==> config.mk <==
export PLATFORM = sky130hd
export DESIGN_NAME = counter_credit_arbiter_flat
export DESIGN_NICKNAME = d
export VERILOG_FILES = /design/src/rtl/counter_credit_arbiter_if.sv /design/src/rtl/counter_credit_arbiter.sv /design/src/flat_wrapper.sv
export SDC_FILE = /design/constraint.sdc
export NUM_CORES = 1
export LEC_CHECK = 0
export CAP_MARGIN = 15
export CORE_MARGIN = 1.5
export CORE_UTILIZATION = 40
export DETAILED_ROUTE_END_ITERATION = 6
export PLACE_DENSITY = 0.67
export SYNTH_ARGS = -nofsm -noshare
export SYNTH_HDL_FRONTEND = slang
export SYNTH_SLANG_ARGS = --single-unit
==> constraint.sdc <==
create_clock -name clk -period 6.5 [get_ports clk]
set_input_delay 0.975 -clock clk [delete_from_list [all_inputs] [get_ports clk]]
set_output_delay 0.975 -clock clk [all_outputs]
set_load 0.02 [all_outputs]
==> src/rtl/counter_credit_arbiter_if.sv <==
// rtl/counter_credit_arbiter_if.sv - consumer debit requests and credit return channel
interface counter_credit_arbiter_if #(
  parameter int NREQ = 4,
  parameter int AW   = 2
);
  logic [NREQ-1:0]    req;
  logic [NREQ*AW-1:0] req_amt;
  logic [NREQ-1:0]    gnt;
  logic               ret_valid;
  logic [AW-1:0]      ret_amt;
  logic               ret_ready;

  modport master (
    output req, req_amt, ret_valid, ret_amt,
    input  gnt, ret_ready
  );

  modport slave (
    input  req, req_amt, ret_valid, ret_amt,
    output gnt, ret_ready
  );
endinterface

==> src/rtl/counter_credit_arbiter.sv <==
// rtl/counter_credit_arbiter.sv - round-robin credit-pool arbiter around an external up/down counter
module counter_credit_arbiter #(
  parameter int NREQ         = 4,
  parameter int STARVE_LIMIT = 8,
  parameter int VW           = 4,
  parameter int AW           = 2
) (
  input  logic                        clk,
  input  logic                        rst,
  counter_credit_arbiter_if.slave     bus,
  input  logic [VW-1:0]               cfg_credits,
  input  logic                        cfg_reload,
  input  logic [VW-1:0]               cnt_value,
  output logic                        cnt_reinit,
  output logic [VW-1:0]               cnt_initial_value,
  output logic                        cnt_incr_valid,
  output logic [AW-1:0]               cnt_incr,
  output logic                        cnt_decr_valid,
  output logic [AW-1:0]               cnt_decr,
  output logic                        busy
);
  localparam int PW = (NREQ > 1) ? $clog2(NREQ) : 1;
  localparam int SW = $clog2(STARVE_LIMIT + 1);
  localparam int CW = VW + 1;
  localparam logic [CW-1:0] POOL_MAX = CW'((1 << VW) - 1);

  localparam logic [0:0] ST_INIT = 1'b0;
  localparam logic [0:0] ST_RUN  = 1'b1;

  logic [0:0]    state_q, state_d;
  logic [PW-1:0] rr_ptr_q, rr_ptr_d;
  logic [PW-1:0] head_q, head_d;
  logic [SW-1:0] starve_q, starve_d;

  logic [AW-1:0]   amt [NREQ];
  logic [NREQ-1:0] elig;
  logic [NREQ-1:0] gnt;
  logic [AW-1:0]   dec_amt;
  logic            head_found, byp_found;
  logic [PW-1:0]   head_idx, byp_idx;
  logic [SW-1:0]   starve_eff;
  logic [CW-1:0]   ret_sum;
  logic            ret_rdy;

  function automatic logic [PW-1:0] wrap_add(input logic [PW-1:0] base, input int off);
    int s;
    s = int'(base) + off;
    if (s >= NREQ) s = s - NREQ;
    return PW'(s);
  endfunction

  always_comb begin
    for (int i = 0; i < NREQ; i++) begin
      amt[i]  = bus.req_amt[i*AW +: AW];
      elig[i] = bus.req[i] & (VW'(amt[i]) <= cnt_value);
    end
  end

  // Head is the first requester from rr_ptr; bypass candidates follow it in RR order.
  always_comb begin
    head_found = 1'b0;
    head_idx   = '0;
    for (int k = 0; k < NREQ; k++) begin
      if (!head_found && bus.req[wrap_add(rr_ptr_q, k)]) begin
        head_found = 1'b1;
        head_idx   = wrap_add(rr_ptr_q, k);
      end
    end
    byp_found = 1'b0;
    byp_idx   = '0;
    for (int k = 1; k < NREQ; k++) begin
      if (!byp_found && elig[wrap_add(head_idx, k)]) begin
        byp_found = 1'b1;
        byp_idx   = wrap_add(head_idx, k);
      end
    end
    starve_eff = (head_idx == head_q) ? starve_q : '0;
  end

  always_comb begin
    state_d    = state_q;
    rr_ptr_d   = rr_ptr_q;
    head_d     = head_q;
    starve_d   = starve_q;
    gnt        = '0;
    dec_amt    = '0;
    ret_sum    = '0;
    ret_rdy    = 1'b0;
    cnt_reinit = 1'b0;
    busy       = 1'b0;
    if (!rst) begin
      state_d = ST_INIT;
    end else if (state_q == ST_INIT) begin
      cnt_reinit = 1'b1;
      busy       = 1'b1;
      state_d    = ST_RUN;
    end else if (cfg_reload) begin
      state_d = ST_INIT;
    end else begin
      if (!head_found) begin
        starve_d = '0;
      end else begin
        head_d   = head_idx;
        starve_d = starve_eff;
        if (elig[head_idx]) begin
          gnt[head_idx] = 1'b1;
          dec_amt       = amt[head_idx];
          rr_ptr_d      = wrap_add(head_idx, 1);
          starve_d      = '0;
        end else if (starve_eff < SW'(STARVE_LIMIT) && byp_found) begin
          gnt[byp_idx] = 1'b1;
          dec_amt      = amt[byp_idx];
          starve_d     = starve_eff + SW'(1);
        end
      end
      // Same-cycle debit is subtracted first so the pool can never exceed its maximum.
      ret_sum = {1'b0, cnt_value} - CW'(dec_amt) + CW'(bus.ret_amt);
      ret_rdy = (ret_sum <= POOL_MAX);
    end
  end

  assign bus.gnt           = gnt;
  assign bus.ret_ready     = ret_rdy;
  assign cnt_initial_value = cfg_credits;
  assign cnt_decr_valid    = |gnt;
  assign cnt_decr          = dec_amt;
  assign cnt_incr_valid    = bus.ret_valid & ret_rdy;
  assign cnt_incr          = (bus.ret_valid & ret_rdy) ? bus.ret_amt : '0;

  always_ff @(posedge clk) begin
    if (!rst) begin
      state_q  <= ST_INIT;
      rr_ptr_q <= '0;
      head_q   <= '0;
      starve_q <= '0;
    end else begin
      state_q  <= state_d;
      rr_ptr_q <= rr_ptr_d;
      head_q   <= head_d;
      starve_q <= starve_d;
    end
  end
endmodule
==> src/flat_wrapper.sv <==
// flat-port wrapper written by rule: the top's interface ports become plain ports
module counter_credit_arbiter_flat 
#(
  parameter int NREQ         = 4,
  parameter int STARVE_LIMIT = 8,
  parameter int VW           = 4,
  parameter int AW           = 2
)
  (clk, rst, cfg_credits, cfg_reload, cnt_value, cnt_reinit, cnt_initial_value, cnt_incr_valid, cnt_incr, cnt_decr_valid, cnt_decr, busy, bus_req, bus_req_amt, bus_ret_valid, bus_ret_amt, bus_gnt, bus_ret_ready);
  counter_credit_arbiter_if #(.NREQ(NREQ), .AW(AW)) bus_i ();
  input  logic clk;
  input  logic rst;
  input  logic [VW-1:0] cfg_credits;
  input  logic cfg_reload;
  input  logic [VW-1:0] cnt_value;
  output logic cnt_reinit;
  output logic [VW-1:0] cnt_initial_value;
  output logic cnt_incr_valid;
  output logic [AW-1:0] cnt_incr;
  output logic cnt_decr_valid;
  output logic [AW-1:0] cnt_decr;
  output logic busy;
  input wire logic [$bits(bus_i.req)-1:0] bus_req;
  input wire logic [$bits(bus_i.req_amt)-1:0] bus_req_amt;
  input wire logic [$bits(bus_i.ret_valid)-1:0] bus_ret_valid;
  input wire logic [$bits(bus_i.ret_amt)-1:0] bus_ret_amt;
  output wire logic [$bits(bus_i.gnt)-1:0] bus_gnt;
  output wire logic [$bits(bus_i.ret_ready)-1:0] bus_ret_ready;
  assign bus_i.req = bus_req;
  assign bus_i.req_amt = bus_req_amt;
  assign bus_i.ret_valid = bus_ret_valid;
  assign bus_i.ret_amt = bus_ret_amt;
  assign bus_gnt = bus_i.gnt;
  assign bus_ret_ready = bus_i.ret_ready;
  counter_credit_arbiter #(.NREQ(NREQ), .STARVE_LIMIT(STARVE_LIMIT), .VW(VW), .AW(AW)) u_core (.clk(clk), .rst(rst), .bus(bus_i), .cfg_credits(cfg_credits), .cfg_reload(cfg_reload), .cnt_value(cnt_value), .cnt_reinit(cnt_reinit), .cnt_initial_value(cnt_initial_value), .cnt_incr_valid(cnt_incr_valid), .cnt_incr(cnt_incr), .cnt_decr_valid(cnt_decr_valid), .cnt_decr(cnt_decr), .busy(busy));
endmodule
==> results of run 1 <==
## path summary, 6_finish.rpt
| kind | from | cells past startpoint | end |
|---|---|---|---|
| worst max-delay path | bus_req[3] | 23 | cnt_incr[0] |
| worst min register to register | u_core.starve_q[3] | 2 | u_core.starve_q[3] |
| worst min-delay path | u_core.starve_q[3] | 2 | u_core.starve_q[3] |
| worst max register to register | u_core.rr_ptr_q[0] | 11 | u_core.starve_q[3] |
## critical path, stage by stage
cell,delay (ns)
sky130_fd_sc_hd__clkdlybuf4s50_1,0.52
sky130_fd_sc_hd__nor2b_1,0.06
sky130_fd_sc_hd__o21a_1,0.22
sky130_fd_sc_hd__or3_4,0.36
sky130_fd_sc_hd__buf_6,0.17
sky130_fd_sc_hd__mux2i_2,0.25
sky130_fd_sc_hd__buf_4,0.18
sky130_fd_sc_hd__a21oi_1,0.04
sky130_fd_sc_hd__o21bai_4,0.20
sky130_fd_sc_hd__buf_4,0.16
sky130_fd_sc_hd__mux2i_1,0.13
sky130_fd_sc_hd__mux2_4,0.28
sky130_fd_sc_hd__o21ai_2,0.16
sky130_fd_sc_hd__fa_1,0.45
sky130_fd_sc_hd__fa_2,0.33
sky130_fd_sc_hd__inv_1,0.05
sky130_fd_sc_hd__a21oi_1,0.05
sky130_fd_sc_hd__nor2_1,0.10
sky130_fd_sc_hd__nor2_1,0.06
sky130_fd_sc_hd__xnor2_1,0.12
sky130_fd_sc_hd__nor2_2,0.16
sky130_fd_sc_hd__and3_4,0.20
sky130_fd_sc_hd__buf_6,0.11
## layer usage
layer / part of all wire (%) / vias to the layer above / global-route usage, %
li1: - / 988 / -
met1: 47 / 900 / 34.3
met2: 47 / 65 / 38.3
met3: 5.2 / 8 / 3.04
met4: 1.4 / 0 / 6.38
met5: 0 / - / 0
## sequential cells by signal, indices dropped and copies added (netlist names)
register,cells
u_core.rr_ptr_q,2
u_core.state_q,1
u_core.starve_q,4
u_core.head_q,2
## cells in the final DEF (no fill, tap or decap), types with 3 or more instances in the layout
cell type,Yosys,layout
sky130_fd_sc_hd__or3_4,0,3
sky130_fd_sc_hd__ha_4,0,5
sky130_fd_sc_hd__buf_6,1,3
sky130_fd_sc_hd__a21oi_1,16,15
sky130_fd_sc_hd__ha_1,18,13
sky130_fd_sc_hd__o21ai_0,5,4
sky130_fd_sc_hd__and3_1,7,6
sky130_fd_sc_hd__dfxtp_1,9,9
sky130_fd_sc_hd__nor2b_1,9,6
sky130_fd_sc_hd__inv_1,18,15
sky130_fd_sc_hd__clkbuf_8,0,3
sky130_fd_sc_hd__nor2_1,19,17
sky130_fd_sc_hd__nand3_1,7,7
sky130_fd_sc_hd__inv_2,2,4
sky130_fd_sc_hd__dlymetal6s2s_1,0,7
sky130_fd_sc_hd__clkdlybuf4s50_1,0,23
sky130_fd_sc_hd__nor2b_2,1,3
sky130_fd_sc_hd__or2_2,3,3
sky130_fd_sc_hd__buf_4,6,60
sky130_fd_sc_hd__nand2_1,31,30
sky130_fd_sc_hd__nand4_1,3,3
sky130_fd_sc_hd__mux2i_1,9,7
sky130_fd_sc_hd__o211ai_1,7,7
## layout make-up
class	instances	area share [%]
multi-input cells	187	55.3
inverters	21	3.08
well taps	48	2.28
clock buffers	4	1.71
flip-flops and latches	9	6.83
repair buffers	95	30.8
## cells by family after synthesis
logic type               after synthesis
AO/OA/AOI/OAI                         58
flip-flops                             9
multiplexers                          12
AND/OR/NAND/NOR                       95
buffers and inverters                 29
XOR/XNOR                               2
adder cells (fa/ha/maj)               20
## cell usage after synthesis, types with 2 or more instances
master	count	share of area [%]
sky130_fd_sc_hd__a22oi_1	2	0.92
sky130_fd_sc_hd__o21ai_1	2	0.62
sky130_fd_sc_hd__o22ai_1	3	1.2
sky130_fd_sc_hd__buf_4	6	2.8
sky130_fd_sc_hd__o21a_1	2	0.92
sky130_fd_sc_hd__dfxtp_1	9	11
sky130_fd_sc_hd__o211ai_1	7	3.2
sky130_fd_sc_hd__nand3b_1	2	0.92
sky130_fd_sc_hd__nand4_1	3	1.2
sky130_fd_sc_hd__or2_2	3	1.2
sky130_fd_sc_hd__a211oi_1	3	1.4
sky130_fd_sc_hd__xnor2_1	2	1.1
sky130_fd_sc_hd__mux2_2	3	2.1
sky130_fd_sc_hd__a21oi_1	16	4.9
sky130_fd_sc_hd__and3_1	7	2.7
sky130_fd_sc_hd__inv_1	18	4.2
sky130_fd_sc_hd__nand2_1	31	7.2
sky130_fd_sc_hd__nor2b_1	9	3.5
sky130_fd_sc_hd__mux2i_1	9	5.6
sky130_fd_sc_hd__and2_1	2	0.77
sky130_fd_sc_hd__or3_1	5	1.9
sky130_fd_sc_hd__nand3_1	7	2.2
sky130_fd_sc_hd__a21o_1	2	0.92
sky130_fd_sc_hd__o21ba_2	2	1.2
sky130_fd_sc_hd__o21ai_0	5	1.5
sky130_fd_sc_hd__nor2_1	19	4.4
sky130_fd_sc_hd__inv_2	2	0.46
sky130_fd_sc_hd__fa_1	2	2.5
sky130_fd_sc_hd__ha_1	18	14
sky130_fd_sc_hd__nand2b_1	2	0.77
## power breakdown
part,switching (mW),internal [mW]
combinational,0.132,0.146
clock,0.0248,0.0429
sequential,0.00208,0.0574
total,0.159,0.246
## timing repair
item | in CTS | in global routing
gates resized for setup | 14 | 46
hold endpoints to repair | 0 | 0
buffers inserted | 0 | 6
pin swaps | 1 | 21
endpoints found under the setup margin | 4 | 4
==> results.sh, run 1 <==
export IMPL_timing_final_crit_share_pct=97.5
export IMPL_path_class="primary input to output port"
export IMPL_cts_tree="yes"
export IMPL_place_gp_congestion=0.928
export IMPL_grt_first_pass_wirelength_um=8270
export IMPL_io_buffer_count=34
export IMPL_cts_root_to_sink_buffers=2
export IMPL_synth_top_flop_cell="sky130_fd_sc_hd__dfxtp_1"
export IMPL_number_of_global_route_vias_before_repair=1805
export IMPL_finClkSkew_ns=0.00632
export IMPL_drv_slew=0
export IMPL_total_leakage_power_nw=1.29
export IMPL_power_density_mw_per_mm2=154
export IMPL_die_y_um=66.7
export IMPL_cell_rows=22
export IMPL_synthesis_instances=225
export IMPL_period_minus_ws_final_ns=6.33
export IMPL_synth_async_sr_flop_share_pct=0
export IMPL_pre_cts_slack_ns=-0.369
export IMPL_synth_seq_cells=9
export IMPL_hold_violations=0
export IMPL_finalWirelength_um=5210
export IMPL_post_cts_hold_buffer_count=0
export IMPL_synth_xor_area_share_pct=1.08
export IMPL_grt_max_degree=14
export IMPL_io_pins=43
export IMPL_detail_route_vias_per_cell=5.39
export IMPL_synth_compound_area_share_pct=26.1
export IMPL_ys_seq_area_share_pct=11.1
export IMPL_globalRoute_totalOverflow=0
export IMPL_multi_input_comb_area_mm2=0.00146
export IMPL_reg2reg_setup_slack_ns=3.67
export IMPL_clkSinkCount=9
export IMPL_post_route_util_pct=69.9
export IMPL_antenna_violating_nets_post_route=0
export IMPL_synth_enable_flop_cells=0
export IMPL_status="finished clean"
export IMPL_timing_critical_path_to_type="output port"
export IMPL_route_detailed_wl_per_inst_um=14.3
export IMPL_core_area_mm2=0.00377
export IMPL_yosys_warnings=0
export IMPL_final_seq_area_um2=180
export IMPL_clk_insertion_delay_late_ns=0.24
export IMPL_synthDistinctLibCells=52
export IMPL_postSynthAreaPerCell_um2=7.21
export IMPL_post_layout_total_power_mw=0.405
export IMPL_worst_endpoint_required_ns=5.52
export IMPL_drv_cap=0
export IMPL_timing_final_ws_setup_ns=0.166
export IMPL_yosys_area_share_simple_pct=29.1
export IMPL_drc_errors=0
export IMPL_dr_pass1_iters=5
export IMPL_synth_nets=271
export IMPL_cell_area_after_technology_mapping_mm2=0.00162
export IMPL_combinational_family_with_the_most_area_after_synthesis="simple AND/OR/NAND/NOR gates"
export IMPL_worst_ir_drop_vdd_mv=0.0937
export IMPL_setup_viol=0
export IMPL_numPlacedInstances=354
export IMPL_final_cells=364
export IMPL_count_of_vias_placed_by_the_detailed_router=1961
export IMPL_maxSlewHeadroom_pct=69.4
export IMPL_htree_levels=1
export IMPL_synth_adder_area_share_pct=16.3
export IMPL_cts_root_buf="sky130_fd_sc_hd__clkbuf_8"
export IMPL_tns_ns=0
export IMPL_antenna_cells=0
export IMPL_drive_above_1_share_pct=34.8
export IMPL_fp_dieW_um=66.7
export IMPL_drt_initial_drc_count=134
export IMPL_critical_path_launch_point_type="primary input"
export IMPL_initial_core_util_pct=43.0
export IMPL_fin_nets=363
export IMPL_fillerInstances=300
export IMPL_timing_critical_path_fanout_max=10
export IMPL_clkSlewWorstSetupHoldPaths_ns=0.04
export IMPL_yosys_mux_area_fraction_pct=7.63
export IMPL_post_route_cell_area_mm2=0.00264
export IMPL_timing_worst_slew_pin_value_ns=0.455
export IMPL_fmaxAchievable_ghz=0.158
export IMPL_areaGrowthSynthToFinish_pct=62.5
export IMPL_whs_ns=0.466
export IMPL_critical_path_arrival_ns=5.36
export IMPL_place_hpwl_um=3940
export IMPL_cts_made_buffers=3
export IMPL_placed_area_mm2=0.00237
export IMPL_die_area_mm2=0.00445
export IMPL_hold_class="flip-flop to flip-flop"
export IMPL_grt_usage_pct=24.2
export IMPL_initial_antenna_violation_count=0
Note: power is estimated with default switching activity, not from simulation.
==> run 2, diff against run 1 <==
--- a/config.mk
+++ b/config.mk
@@ -5,11 +5,13 @@
 export SDC_FILE = /design/constraint.sdc
 export NUM_CORES = 1
 export LEC_CHECK = 0
+export ABC_AREA = 1
 export CAP_MARGIN = 15
 export CORE_MARGIN = 1.5
 export CORE_UTILIZATION = 40
+export CTS_CLUSTER_DIAMETER = 200
 export DETAILED_ROUTE_END_ITERATION = 6
-export PLACE_DENSITY = 0.67
+export PLACE_DENSITY = 0.65
 export SYNTH_ARGS = -nofsm -noshare
 export SYNTH_HDL_FRONTEND = slang
 export SYNTH_SLANG_ARGS = --single-unit
==> run 2 against run 1 <==
Die area increased by 17%. Global-route usage decreased by 3.7 points. Final area increased by 6.6%. Sequential share of layout area decreased by 0.42 points. Total power increased to 3.6 times the previous value. Synthesized cell count increased by 38%.
==> results.sh, run 2 <==
export IMPL_status="finished clean"
export IMPL_detail_route_vias_per_cell=4.92
export IMPL_postSynthAreaPerCell_um2=6.14
export IMPL_core_area_mm2=0.00447
export IMPL_ys_seq_area_share_pct=9.43
export IMPL_timing_final_crit_share_pct=95.9
export IMPL_yosys_warnings=0
export IMPL_globalRoute_totalOverflow=0
export IMPL_synth_top_cells_by_count="81 x sky130_fd_sc_hd__nand2_1, 50 x sky130_fd_sc_hd__inv_1, 24 x sky130_fd_sc_hd__nor2_1"
export IMPL_post_route_util_pct=62.8
export IMPL_timing_critical_path_fanout_max=5
export IMPL_most_used_cells_in_the_layout_excluding_fill_and_tap_cells="70 x sky130_fd_sc_hd__nand2_1, 48 x sky130_fd_sc_hd__buf_4, 47 x sky130_fd_sc_hd__inv_1"
export IMPL_timing_critical_path_mode_cell="sky130_fd_sc_hd__nand2_1"
export IMPL_place_gp_congestion=0.861
export IMPL_post_layout_total_power_mw=1.45
export IMPL_cts_made_buffers=3
export IMPL_htree_levels=1
export IMPL_dr_wl_met2_um=2430
export IMPL_finalWirelength_um=5120
export IMPL_cts_tree="yes"
export IMPL_regMostFlops="u_core.starve_q"
export IMPL_regToRegStartpoint="u_core.rr_ptr_q[0]"
export IMPL_drv_slew=0
export IMPL_synthMostInstantiatedCell="sky130_fd_sc_hd__nand2_1"
export IMPL_areaGrowthSynthToFinish_pct=47.1
export IMPL_total_leakage_power_nw=1.47
export IMPL_routedLengthMet1_um=2440
export IMPL_clkSlewWorstSetupHoldPaths_ns=0.04
export IMPL_io_pins=43
export IMPL_reg_largest_list="u_core.starve_q (4), u_core.head_q (2), u_core.rr_ptr_q (2)"
export IMPL_mostFrequentLayoutCell="sky130_fd_sc_hd__nand2_1"
export IMPL_synth_top_flop_cell="sky130_fd_sc_hd__dfxtp_1"
export IMPL_timing_critical_path_from="cnt_value[1]"
export IMPL_power_density_mw_per_mm2=515
export IMPL_route_detailed_wl_per_inst_um=11.6
export IMPL_synthesis_instances=311
export IMPL_cell_rows=24
export IMPL_cell_area_after_technology_mapping_mm2=0.00191
export IMPL_maxSlewHeadroom_pct=61.8
export IMPL_slowest_stage_cell_cp="sky130_fd_sc_hd__clkdlybuf4s50_1"
export IMPL_drc_errors=0
export IMPL_critical_path_arrival_ns=5.26
export IMPL_count_of_vias_placed_by_the_detailed_router=2170
export IMPL_yosysTopAreaCellShare_pct=15.9
export IMPL_drive_above_1_share_pct=34.2
export IMPL_io_buffer_count=34
export IMPL_die_area_mm2=0.00520
export IMPL_largest_reg_flops=4
export IMPL_antenna_violating_nets_post_route=0
export IMPL_grt_first_pass_wirelength_um=8710
export IMPL_hold_violations=0
export IMPL_synth_nets=357
export IMPL_place_hpwl_um=4040
export IMPL_hold_class="flip-flop to flip-flop"
export IMPL_fmaxAchievable_ghz=0.160
export IMPL_number_of_global_route_vias_before_repair=2079
export IMPL_timing_critical_path_to_type="output port"
export IMPL_fp_dieW_um=72.1
export IMPL_finClkSkew_ns=0.00119
export IMPL_synth_async_sr_flop_share_pct=0
export IMPL_die_y_um=72.1
export IMPL_initial_core_util_pct=42.7
export IMPL_synth_seq_cells=9
export IMPL_cts_root_to_sink_buffers=2
export IMPL_critical_path_max_stage_delay_ns=0.47
export IMPL_fin_nets=436
export IMPL_clkSinkCount=9
export IMPL_critical_path_launch_point_type="primary input"
export IMPL_grt_usage_pct=20.4
export IMPL_period_minus_ws_final_ns=6.23
export IMPL_cts_root_buf="sky130_fd_sc_hd__clkbuf_8"
export IMPL_setup_viol=0
export IMPL_dr_pass1_iters=4
export IMPL_initial_antenna_violation_count=0
export IMPL_holdCritStartpoint="u_core.state_q"
export IMPL_worst_ir_drop_vdd_mv=0.287
export IMPL_synth_top_cells_by_area="sky130_fd_sc_hd__nand2_1 16%, sky130_fd_sc_hd__ha_1 12%, sky130_fd_sc_hd__inv_1 9.8%"
export IMPL_clk_insertion_delay_late_ns=0.24
export IMPL_met3_wirelength_um=193
export IMPL_worst_endpoint_required_ns=5.52
export IMPL_path_class="primary input to output port"
export IMPL_synth_area_leader="sky130_fd_sc_hd__nand2_1"
export IMPL_drt_initial_drc_count=81
export IMPL_synth_enable_flop_cells=0
export IMPL_post_cts_hold_buffer_count=0
export IMPL_synthDistinctLibCells=36
export IMPL_drv_cap=0
export IMPL_grt_max_degree=11
export IMPL_dr_max_layer_used="met4"
export IMPL_antenna_cells=0
export IMPL_timing_worst_slew_pin_value_ns=0.572
[run 2: repair_timing]
action | in CTS | in global routing
pin swaps | 0 | 30
resized for setup | 14 | 45
gates cloned | 0 | 0
setup buffers | 0 | 8
setup endpoints to repair | 4 | 4
[run 2: worst max-delay path, delay by kind of cell]
family,cells,cell delay (ns)
AOI/OAI and AO/OA,3,0.30
and+or+nand+nor,17,1.92
buffers and inverters,7,0.87
adders and majority gates,4,1.03
xor gates and xnor gates,1,0.15
[run 2: logic make-up (layout without fill, tap and decap cells)]
group	after synthesis	after routing	synth area share [%]
DFF	9	9	9.43
AOI/OAI and AO/OA	42	42	14.2
xor gates and xnor gates	3	3	1.77
and+or+nand+nor	174	174	46.5
buffers and inverters	63	141	14.2
adders and majority gates	20	20	13.9
[run 2: metal layers]
metal,vias to the layer above,global-route usage (%)
met1,971,27.1
met5,-,0
met4,0,6.92
li1,1149,-
met3,6,2.08
met2,44,34.7
[run 2: cell type report]
cell class	count	area (µm²)
fill	418	1660
multi-input combinational	239	1610
timing repair buffer	81	694
inverter	56	218
sequential	9	180
tap	52	65.1
clock buffer	4	45.0
[run 2: per-stage QoR]
step	setup WS (ns)	cells	cell area [µm²]	setup TNS (ns)	hold WS, ns
6_report	0.269	441	2810	0	0.458
5_1_grt	-0.0816	441	2810	-0.167	0.486
3_5_place_dp	-0.394	429	2550	-1.41	0.457
4_1_cts	0.0124	433	2600	0	0.464
3_3_place_gp	-0.252	429	2550	-0.901	0.443
2_1_floorplan	0.229	311	1910	0	0.430
[run 2: path summary, 6_finish.rpt]
| path | to | slack, ns | depth (start not counted) |
|---|---|---|---|
| worst max-delay path | cnt_incr[1] | 0.27 | 32 |
| worst min-delay path | u_core.state_q | 0.46 | 1 |
| worst max register to register | u_core.starve_q[1] | 3.38 | 18 |
| worst min register to register | u_core.state_q | 0.46 | 1 |
[run 2: where the power goes]
group          leakage [nW]  internal, mW  total (mW)  switching, mW
Combinational          1.38         0.599        1.31          0.708
Sequential           0.0735        0.0619      0.0725         0.0107
Clock                0.0228        0.0429      0.0666         0.0237
